$ cat src/rtl/cpu_ctrl_pkg.sv
// Control codes and FSM encoding shared by the EX/MEM, MEM/WB and decoder blocks.
package cpu_ctrl_pkg;

   localparam logic [3:0] CTL_LW  = 4'b0110;
   localparam logic [3:0] CTL_SW  = 4'b0111;
   localparam logic [3:0] CTL_BR  = 4'b1000;
   localparam logic [3:0] CTL_NOP = 4'b1111;

   typedef logic [0:0] state_t;
   localparam state_t ST_IDLE = 1'b0;
   localparam state_t ST_BUSY = 1'b1;

   function automatic logic is_mem_op(input logic [3:0] ctl);
      return (ctl == CTL_LW) || (ctl == CTL_SW);
   endfunction

endpackage

$ cat src/rtl/ex_mem_stage_if.sv
// Variable-latency req/ack data-memory port between the EX/MEM stage and data memory.
interface ex_mem_stage_if;
   logic        dmem_req_o;
   logic        dmem_we_o;
   logic [31:0] dmem_addr_o;
   logic [31:0] dmem_wdata_o;
   logic        dmem_ack_i;
   logic [31:0] dmem_rdata_i;

   modport master (
      output dmem_req_o, dmem_we_o, dmem_addr_o, dmem_wdata_o,
      input  dmem_ack_i, dmem_rdata_i
   );

   modport slave (
      input  dmem_req_o, dmem_we_o, dmem_addr_o, dmem_wdata_o,
      output dmem_ack_i, dmem_rdata_i
   );
endinterface

$ cat src/rtl/ex_mem_stage.sv
// EX/MEM pipeline register with a data-memory access controller that stalls the
// front end while a load/store is outstanding and feeds NOP bubbles to MEM/WB.
//
// state   | meaning
// --------+------------------------------------------------------------
// IDLE    | latched entry is not a memory op, or its access completed
// BUSY    | request outstanding, waiting for ack or timeout
module ex_mem_stage
   import cpu_ctrl_pkg::*;
#(
   parameter int MAX_WAIT = 16
) (
   input  logic        clk_i,
   input  logic        rst_i,
   input  logic [3:0]  control_i,
   input  logic [31:0] ALUResult_i,
   input  logic [31:0] wrData_i,
   input  logic [4:0]  RDaddr_i,
   output logic [3:0]  control_o,
   output logic [31:0] memData_o,
   output logic [31:0] ALUResult_o,
   output logic [4:0]  RDaddr_o,
   output logic        stall_o,
   output logic        err_o,
   ex_mem_stage_if.master dmem
);

   localparam logic [7:0] WAIT_LAST = 8'(MAX_WAIT - 1);

   logic [3:0]  ctl_q, ctl_d;
   logic [31:0] alu_q, alu_d;
   logic [31:0] wd_q, wd_d;
   logic [4:0]  rd_q, rd_d;
   state_t      state_q, state_d;
   logic [7:0]  cnt_q, cnt_d;
   logic        err_q, err_d;

   logic busy, ack, timeout, stall, misaligned;

   always_comb begin
      busy       = (state_q == ST_BUSY);
      ack        = busy && dmem.dmem_ack_i;
      timeout    = busy && !ack && (cnt_q == WAIT_LAST);
      stall      = busy && !ack && !timeout;
      misaligned = is_mem_op(control_i) && (ALUResult_i[1:0] != 2'b00);

      ctl_d   = ctl_q;
      alu_d   = alu_q;
      wd_d    = wd_q;
      rd_d    = rd_q;
      state_d = state_q;
      cnt_d   = cnt_q;
      err_d   = err_q || timeout;

      if (!stall) begin
         // A misaligned access is squashed to a NOP and never reaches memory.
         ctl_d   = misaligned ? CTL_NOP : control_i;
         alu_d   = ALUResult_i;
         wd_d    = wrData_i;
         rd_d    = RDaddr_i;
         state_d = (is_mem_op(control_i) && !misaligned) ? ST_BUSY : ST_IDLE;
         cnt_d   = 8'd0;
         if (misaligned) err_d = 1'b1;
      end else begin
         cnt_d = cnt_q + 8'd1;
      end
   end

   always_ff @(posedge clk_i or posedge rst_i) begin
      if (rst_i) begin
         ctl_q   <= CTL_NOP;
         alu_q   <= 32'd0;
         wd_q    <= 32'd0;
         rd_q    <= 5'd0;
         state_q <= ST_IDLE;
         cnt_q   <= 8'd0;
         err_q   <= 1'b0;
      end else begin
         ctl_q   <= ctl_d;
         alu_q   <= alu_d;
         wd_q    <= wd_d;
         rd_q    <= rd_d;
         state_q <= state_d;
         cnt_q   <= cnt_d;
         err_q   <= err_d;
      end
   end

   // Waiting or timed-out cycles present a bubble; the ack cycle forwards the entry.
   assign control_o   = (busy && !ack) ? CTL_NOP : ctl_q;
   assign memData_o   = ack ? dmem.dmem_rdata_i : 32'd0;
   assign ALUResult_o = alu_q;
   assign RDaddr_o    = rd_q;
   assign stall_o     = stall;
   assign err_o       = err_q;

   assign dmem.dmem_req_o   = busy;
   assign dmem.dmem_we_o    = busy && (ctl_q == CTL_SW);
   assign dmem.dmem_addr_o  = {alu_q[31:2], 2'b00};
   assign dmem.dmem_wdata_o = wd_q;

endmodule

$ cat src/flat_wrapper.sv
// flat-port wrapper written by rule: the top's interface ports become plain ports
module ex_mem_stage_flat import cpu_ctrl_pkg::*;
#(
   parameter int MAX_WAIT = 16
)
  (clk_i, rst_i, control_i, ALUResult_i, wrData_i, RDaddr_i, control_o, memData_o, ALUResult_o, RDaddr_o, stall_o, err_o, dmem_dmem_req_o, dmem_dmem_we_o, dmem_dmem_addr_o, dmem_dmem_wdata_o, dmem_dmem_ack_i, dmem_dmem_rdata_i);
  ex_mem_stage_if dmem_i ();
  input  logic clk_i;
  input  logic rst_i;
  input  logic [3:0] control_i;
  input  logic [31:0] ALUResult_i;
  input  logic [31:0] wrData_i;
  input  logic [4:0] RDaddr_i;
  output logic [3:0] control_o;
  output logic [31:0] memData_o;
  output logic [31:0] ALUResult_o;
  output logic [4:0] RDaddr_o;
  output logic stall_o;
  output logic err_o;
  output wire logic [$bits(dmem_i.dmem_req_o)-1:0] dmem_dmem_req_o;
  output wire logic [$bits(dmem_i.dmem_we_o)-1:0] dmem_dmem_we_o;
  output wire logic [$bits(dmem_i.dmem_addr_o)-1:0] dmem_dmem_addr_o;
  output wire logic [$bits(dmem_i.dmem_wdata_o)-1:0] dmem_dmem_wdata_o;
  input wire logic [$bits(dmem_i.dmem_ack_i)-1:0] dmem_dmem_ack_i;
  input wire logic [$bits(dmem_i.dmem_rdata_i)-1:0] dmem_dmem_rdata_i;
  assign dmem_dmem_req_o = dmem_i.dmem_req_o;
  assign dmem_dmem_we_o = dmem_i.dmem_we_o;
  assign dmem_dmem_addr_o = dmem_i.dmem_addr_o;
  assign dmem_dmem_wdata_o = dmem_i.dmem_wdata_o;
  assign dmem_i.dmem_ack_i = dmem_dmem_ack_i;
  assign dmem_i.dmem_rdata_i = dmem_dmem_rdata_i;
  ex_mem_stage #(.MAX_WAIT(MAX_WAIT)) u_core (.clk_i(clk_i), .rst_i(rst_i), .control_i(control_i), .ALUResult_i(ALUResult_i), .wrData_i(wrData_i), .RDaddr_i(RDaddr_i), .control_o(control_o), .memData_o(memData_o), .ALUResult_o(ALUResult_o), .RDaddr_o(RDaddr_o), .stall_o(stall_o), .err_o(err_o), .dmem(dmem_i));
endmodule
$ cat config.mk
export PLATFORM = sky130hd
export DESIGN_NAME = ex_mem_stage_flat
export DESIGN_NICKNAME = d
export VERILOG_FILES = /design/src/rtl/cpu_ctrl_pkg.sv /design/src/rtl/ex_mem_stage_if.sv /design/src/rtl/ex_mem_stage.sv /design/src/flat_wrapper.sv
export SDC_FILE = /design/constraint.sdc
export NUM_CORES = 1
export LEC_CHECK = 0
export BUFFER_PORTS_ARGS = -buffer_cell sky130_fd_sc_hd__buf_2
export CAP_MARGIN = 20
export CORE_ASPECT_RATIO = 2
export CORE_UTILIZATION = 30
export CTS_CLUSTER_SIZE = 16
export DETAILED_ROUTE_END_ITERATION = 12
export PLACE_DENSITY_LB_ADDON = 0.2
export SYNTH_ARGS = -nofsm -noshare
export SYNTH_HDL_FRONTEND = slang
export SYNTH_SLANG_ARGS = --single-unit
export TNS_END_PERCENT = 50
$ cat constraint.sdc
create_clock -name clk_i -period 2.15 [get_ports clk_i]
set_input_delay 0.215 -clock clk_i [delete_from_list [all_inputs] [get_ports clk_i]]
set_output_delay 0.215 -clock clk_i [all_outputs]
set_load 0.1 [all_outputs]
# ---- Word-level counts from Yosys, hierarchy flattened
# Index checks and enable logic that the tools add are counted.
dict set report op_classes {
  n_div 0
  reduce_logical 13
  eq_ne 4
  n_mux 7
  bitwise 0
  n_lt_le_gt_ge 0
  addsub 1
  mul 0
  shifts 0
}
# operator count
set op_table {}
lappend op_table {{two-way mux 32 bit} 1}
lappend op_table {{== test 4 x 3 -> 1 bit, second input constant} 3}
lappend op_table {{adder 8 x 1 -> 8 bit, second input constant} 1}
lappend op_table {{== test 8 x 4 -> 1 bit, second input constant} 1}
lappend op_table {{two-way mux 4 bit} 2}
lappend op_table {{two-way mux 8 bit} 1}
lappend op_table {{logical AND 1 bit} 7}
lappend op_table {{zero test 1 bit} 3}
lappend op_table {{two-way mux 1 bit} 3}
lappend op_table {{logical OR 1 bit} 2}
lappend op_table {{nonzero test 2 bit} 1}
dict set report totals {
  ram_bits 0
  regBits 83
  out_inout_bits 141
  latch_bits 0
  mem_count 0
  inputBits 108
  rom_bits 0
  elab_cells 32
}

# ---- Depth between registers and ports, before layout
dict set report depth {
  word_depth 7
  depth_mapped 6
  ltp_nobuf 4
}

# ---- Least setup slack after synthesis
# Ideal clock, no wire load.
dict set report synth_path {
  path_kind {register to output}
  startpoint {register u_core.state_q (netlist: u_core.dmem.dmem_req_o)}
  endpoint {output dmem_dmem_we_o}
  n_path_buf 1
  stages_incl_launch_ff 4
  required_time_ns 1.935
  path_slack_ns -0.662
  arrival_ns 2.597
  cell_sequence {dfrtp_1 -> clkbuf_1 -> nand4_1 -> nor2_1}
}
dict set report synth_via {
  elab_chain_cells 1
}
# item line_no
set synth_lines {}
lappend synth_lines {{from (decl)} ex_mem_stage.sv:34} ;# state_t state_q, state_d;
lappend synth_lines {{from (signal assigned)} ex_mem_stage.sv:83} ;# state_q <= state_d;
lappend synth_lines {{logical AND 1 bit} ex_mem_stage.sv:98} ;# assign dmem.dmem_we_o = busy && (ctl_q == CTL_SW);
lappend synth_lines {{to (decl)} flat_wrapper.sv:21} ;# output wire logic [$bits(dmem_i.dmem_we_o)-1:0] dmem_dmem_we_o;
# Every way passes these cells.

# ---- Worst setup path in the final report
dict set report layout_path {
  startpoint {register u_core.cnt_q[6]}
  endpoint {output stall_o}
}
dict set report layout_via {
  elab_chain_cells 4
}
# item line_no
set layout_lines {}
lappend layout_lines {{from (decl)} ex_mem_stage.sv:35} ;# logic [7:0] cnt_q, cnt_d;
lappend layout_lines {{from (signal assigned)} ex_mem_stage.sv:84} ;# cnt_q <= cnt_d;
lappend layout_lines {{== test 8 x 4 -> 1 bit} ex_mem_stage.sv:43} ;# timeout = busy && !ack && (cnt_q == WAIT_LAST);
lappend layout_lines {{logical AND 1 bit} ex_mem_stage.sv:43}
lappend layout_lines {{zero test 1 bit} ex_mem_stage.sv:44} ;# stall = busy && !ack && !timeout;
lappend layout_lines {{logical AND 1 bit} ex_mem_stage.sv:44}
lappend layout_lines {{to (decl)} flat_wrapper.sv:18} ;# output logic stall_o;
# Every way passes these cells.

==> impl_metrics.py <==
metrics = {
    "sta": {
        "post-route-period-util": 0.9043,
        "rsz0062_at_grt": "false",
        "holdWs_ns": 0.01457,
        "fmax_mhz": 514.3,
        "max_slew_margin": 0.6540,
        "min_period_ns": 1.944,
        "setup_ws_ns": 0.2057,
        "clock_skew_ns": 0.01033,
        "finalHoldViolCount": 0,
        "worst_pin_slew_ns": 0.5225,
        "drv_slew": 0,
        "setup_viol": 0,
    },
    "routing": {
        "drt_iter0_drc": 143,
        "antenna_left": 0,
        "drc_errors": 45,
        "routedWlPerCell_um": 15.75,
        "dr.pass1.iters": 8,
        "routed_wirelength_um": 10350,
        "viasPerCell": 4.551,
        "vias": 2990,
    },
    "synth": {
        "ys_seq_area_frac": 0.5150,
        "avgSynthCellArea_um2": 14.54,
        "synth-seq-cells": 83,
        "synth_warnings": 0,
        "synth.cell_area_mm2": 0.004043,
        "synthCells": 278,
        "synth_top_area_share": 0.4890,
        "netlist_top_cells_area": "dfrtp_1, mux2_4, buf_4, and3_1, buf_12",
        "synth_area_leader_cell": "dfrtp_1",
        "ys_types": 30,
    },
    "grt": {
        "grt_pass1_wl_um": 15930,
        "grt_max_degree": 84,
        "grt_pass1_vias": 2976,
        "antenna_found_initial": 0,
        "grt_usage": 0.1484,
        "gr-total-overflow": 0,
    },
    "worst_setup_path": {
        "crit_type": "flop to primary output",
        "crit_required_ns": 1.93,
        "r2r_cells": 5,
        "reg2reg_to": "u_core.ALUResult_o[2]",
        "r2r_setup_slack_ns": 0.25,
        "endpoint_kind": "primary output",
        "cp-start-kind": "flop",
        "r2r_start": "u_core.cnt_q[0]",
        "cp.arrival_ns": 1.73,
        "critPathMaxFanout": 18,
    },
    "clock_network": {
        "worstSkewPairLatency_ns": 0.33,
        "clk_pin_slew_ns": 0.07,
        "cts.sinks": 83,
        "cts_hold_buf": 0,
        "root_buffer": "clkbuf_16",
        "cts_buffers": 9,
        "clockBufferDepth": 2,
        "cts_max_level": 3,
        "cts_tree": "done",
    },
    "die": {
        "die-width_um": 84.09,
        "initial_utilization": 0.3094,
        "placementRows": 59,
        "die-area_mm2": 0.01397,
        "die_h_um": 166.2,
        "placeableCoreArea_mm2": 0.01307,
        "ios": 249,
    },
    "pwr": {
        "power_switching_uw": 1855,
        "ir_drop_mv": 0.3690,
        "power_density_mw_per_mm2": 860.6,
        "p_leak_uw": 0.002971,
        "cellInternalPower_uw": 2885,
        "pwr-share-clk": 0.335,
        "switching_share": 0.3914,
        "seqPwrFrac": 0.361,
        "p_comb_frac": 0.304,
    },
    "finish": {
        "fin_area_mm2": 0.005508,
        "drive_gt1_frac": 0.7010,
        "final-seq-area_mm2": 0.002083,
        "num-fill-cells": 1253,
        "layout_commonest_cell": "buf_2",
        "area_delta_synth_final_pct": 36.24,
        "multiInputGateArea_mm2": 0.001546,
        "nets": 609,
        "n_antenna_cell": 0,
        "final_cell_mix": "buf_2, dfrtp_1, mux2_4",
    },
    "run_status": {
        "violations": "DRC",
        "status": "finished, violations left",
    },
    "placed_design": {
        "dpl_cell_area_mm2": 0.005172,
        "io_buffers": 246,
        "dp_hpwl_um": 7876,
        "gp_congestion": 0.7183,
        "preCtsSetupSlack_ns": 0.2715,
    },
    "worst_hold_path": {
        "min_path_type": "primary input to asynchronous set/reset pin",
    },
    "flow_run": {
        "drv_cap": 0,
    },
}
==> cell type report <==
class,count,share of cell area
Timing Repair Buffer,256,0.2467
Clock inverter,6,0.01295
Inverter,2,0.003408
Multi-Input combinational cell,148,0.2808
Tap cell,152,0.03453
Sequential cell,83,0.3782
Clock buffer,10,0.04339
==> logic make-up (layout without fill, tap and decap cells) <==
group           after synthesis  after routing  share of synthesized area
buf+inv                      48            274                     0.1062
flops                        83             83                     0.5150
xor+xnor                      2              2                   0.004334
other cells                   1              2                  0.0009276
simple gates                 57             57                    0.08418
mux                          73             73                     0.2665
compound gates               13             13                    0.01981
fa+ha+maj                     1              1                   0.003095
==> Yosys cell counts (all sizes together) <==
master  count
or3         4
dfrtp      79
nand2       3
nor2        5
nand4       2
nand2b      5
and3       32
a21oi       4
o21ai       4
nand3       3
o21bai      2
ha          1
and2        1
a41o        1
conb        1
a21o        1
inv         2
nand3b      1
o31ai       1
buf        40
clkbuf      6
nor4        1
xnor2       1
mux2       73
dfstp       4
xor2        1
==> sequential cells by signal, indices dropped and copies added, names as in the netlist <==
register,count
u_core.cnt_q,8
u_core.RDaddr_o,5
u_core.err_o,1
u_core.dmem.dmem_wdata_o,32
u_core.ALUResult_o,32
u_core.dmem.dmem_req_o,1
u_core.ctl_q,4
==> worst max path at each step <==
stage	slack (ns)	end	start	depth (start not counted)
6_report	0.21	stall_o	u_core.cnt_q[6]	4
5_1_grt	0.12	stall_o	u_core.cnt_q[6]	4
4_1_cts	0.003	stall_o	u_core.cnt_q[5]	5
3_5_place_dp	0.27	u_core.dmem.dmem_wdata_o[25]	u_core.cnt_q[4]	5
3_3_place_gp	0.33	u_core.dmem.dmem_wdata_o[22]	u_core.cnt_q[4]	5
2_1_floorplan	-0.31	u_core.ALUResult_o[10]	u_core.dmem.dmem_req_o	6
==> stage by stage <==
| step | utilization | total power, µW | setup TNS [ns] | std cells |
|---|---|---|---|---|
| global route | 0.4215 | 4935 | 0 | 657 |
| detailed placement | 0.3959 | 3187 | 0 | 639 |
| global placement | 0.3959 | 3178 | 0 | 639 |
| finish | 0.4215 | 4740 | 0 | 657 |
| CTS | 0.4210 | 4816 | 0 | 656 |
| floorplan | - | 2953 | -20.35 | 279 |
==> power by group through the flow <==
stage	Combinational [µW]	Clock (µW)	Sequential, µW
after CTS	1450	1660	1710
final	1440	1590	1710
after global placement	1440	0	1740
after floorplan	634	0	2320
after detailed placement	1450	0	1740
after global routing	1480	1730	1720
==> what timing repair did <==
item,4_1_cts,5_1_grt
setup endpoints to repair,1,1
pin swaps,1,2
resized for setup,2,0
buffers inserted,1,2
==> layer usage <==
layer,part of all wire,GRT usage,vias to the layer above
met3,0.059,0.02485,17
met5,0,0,-
li1,-,-,1378
met4,0.038,0.08696,0
met1,0.34,0.1442,1449
met2,0.57,0.2855,146
==> critical path: stages, from the launching register on <==
cell and delay, ns:
dfrtp_1 0.43, nor4_4 0.32, a41o_1 0.33, inv_8 0.12, buf_12 0.19
(Power assumes the default switching activity.)
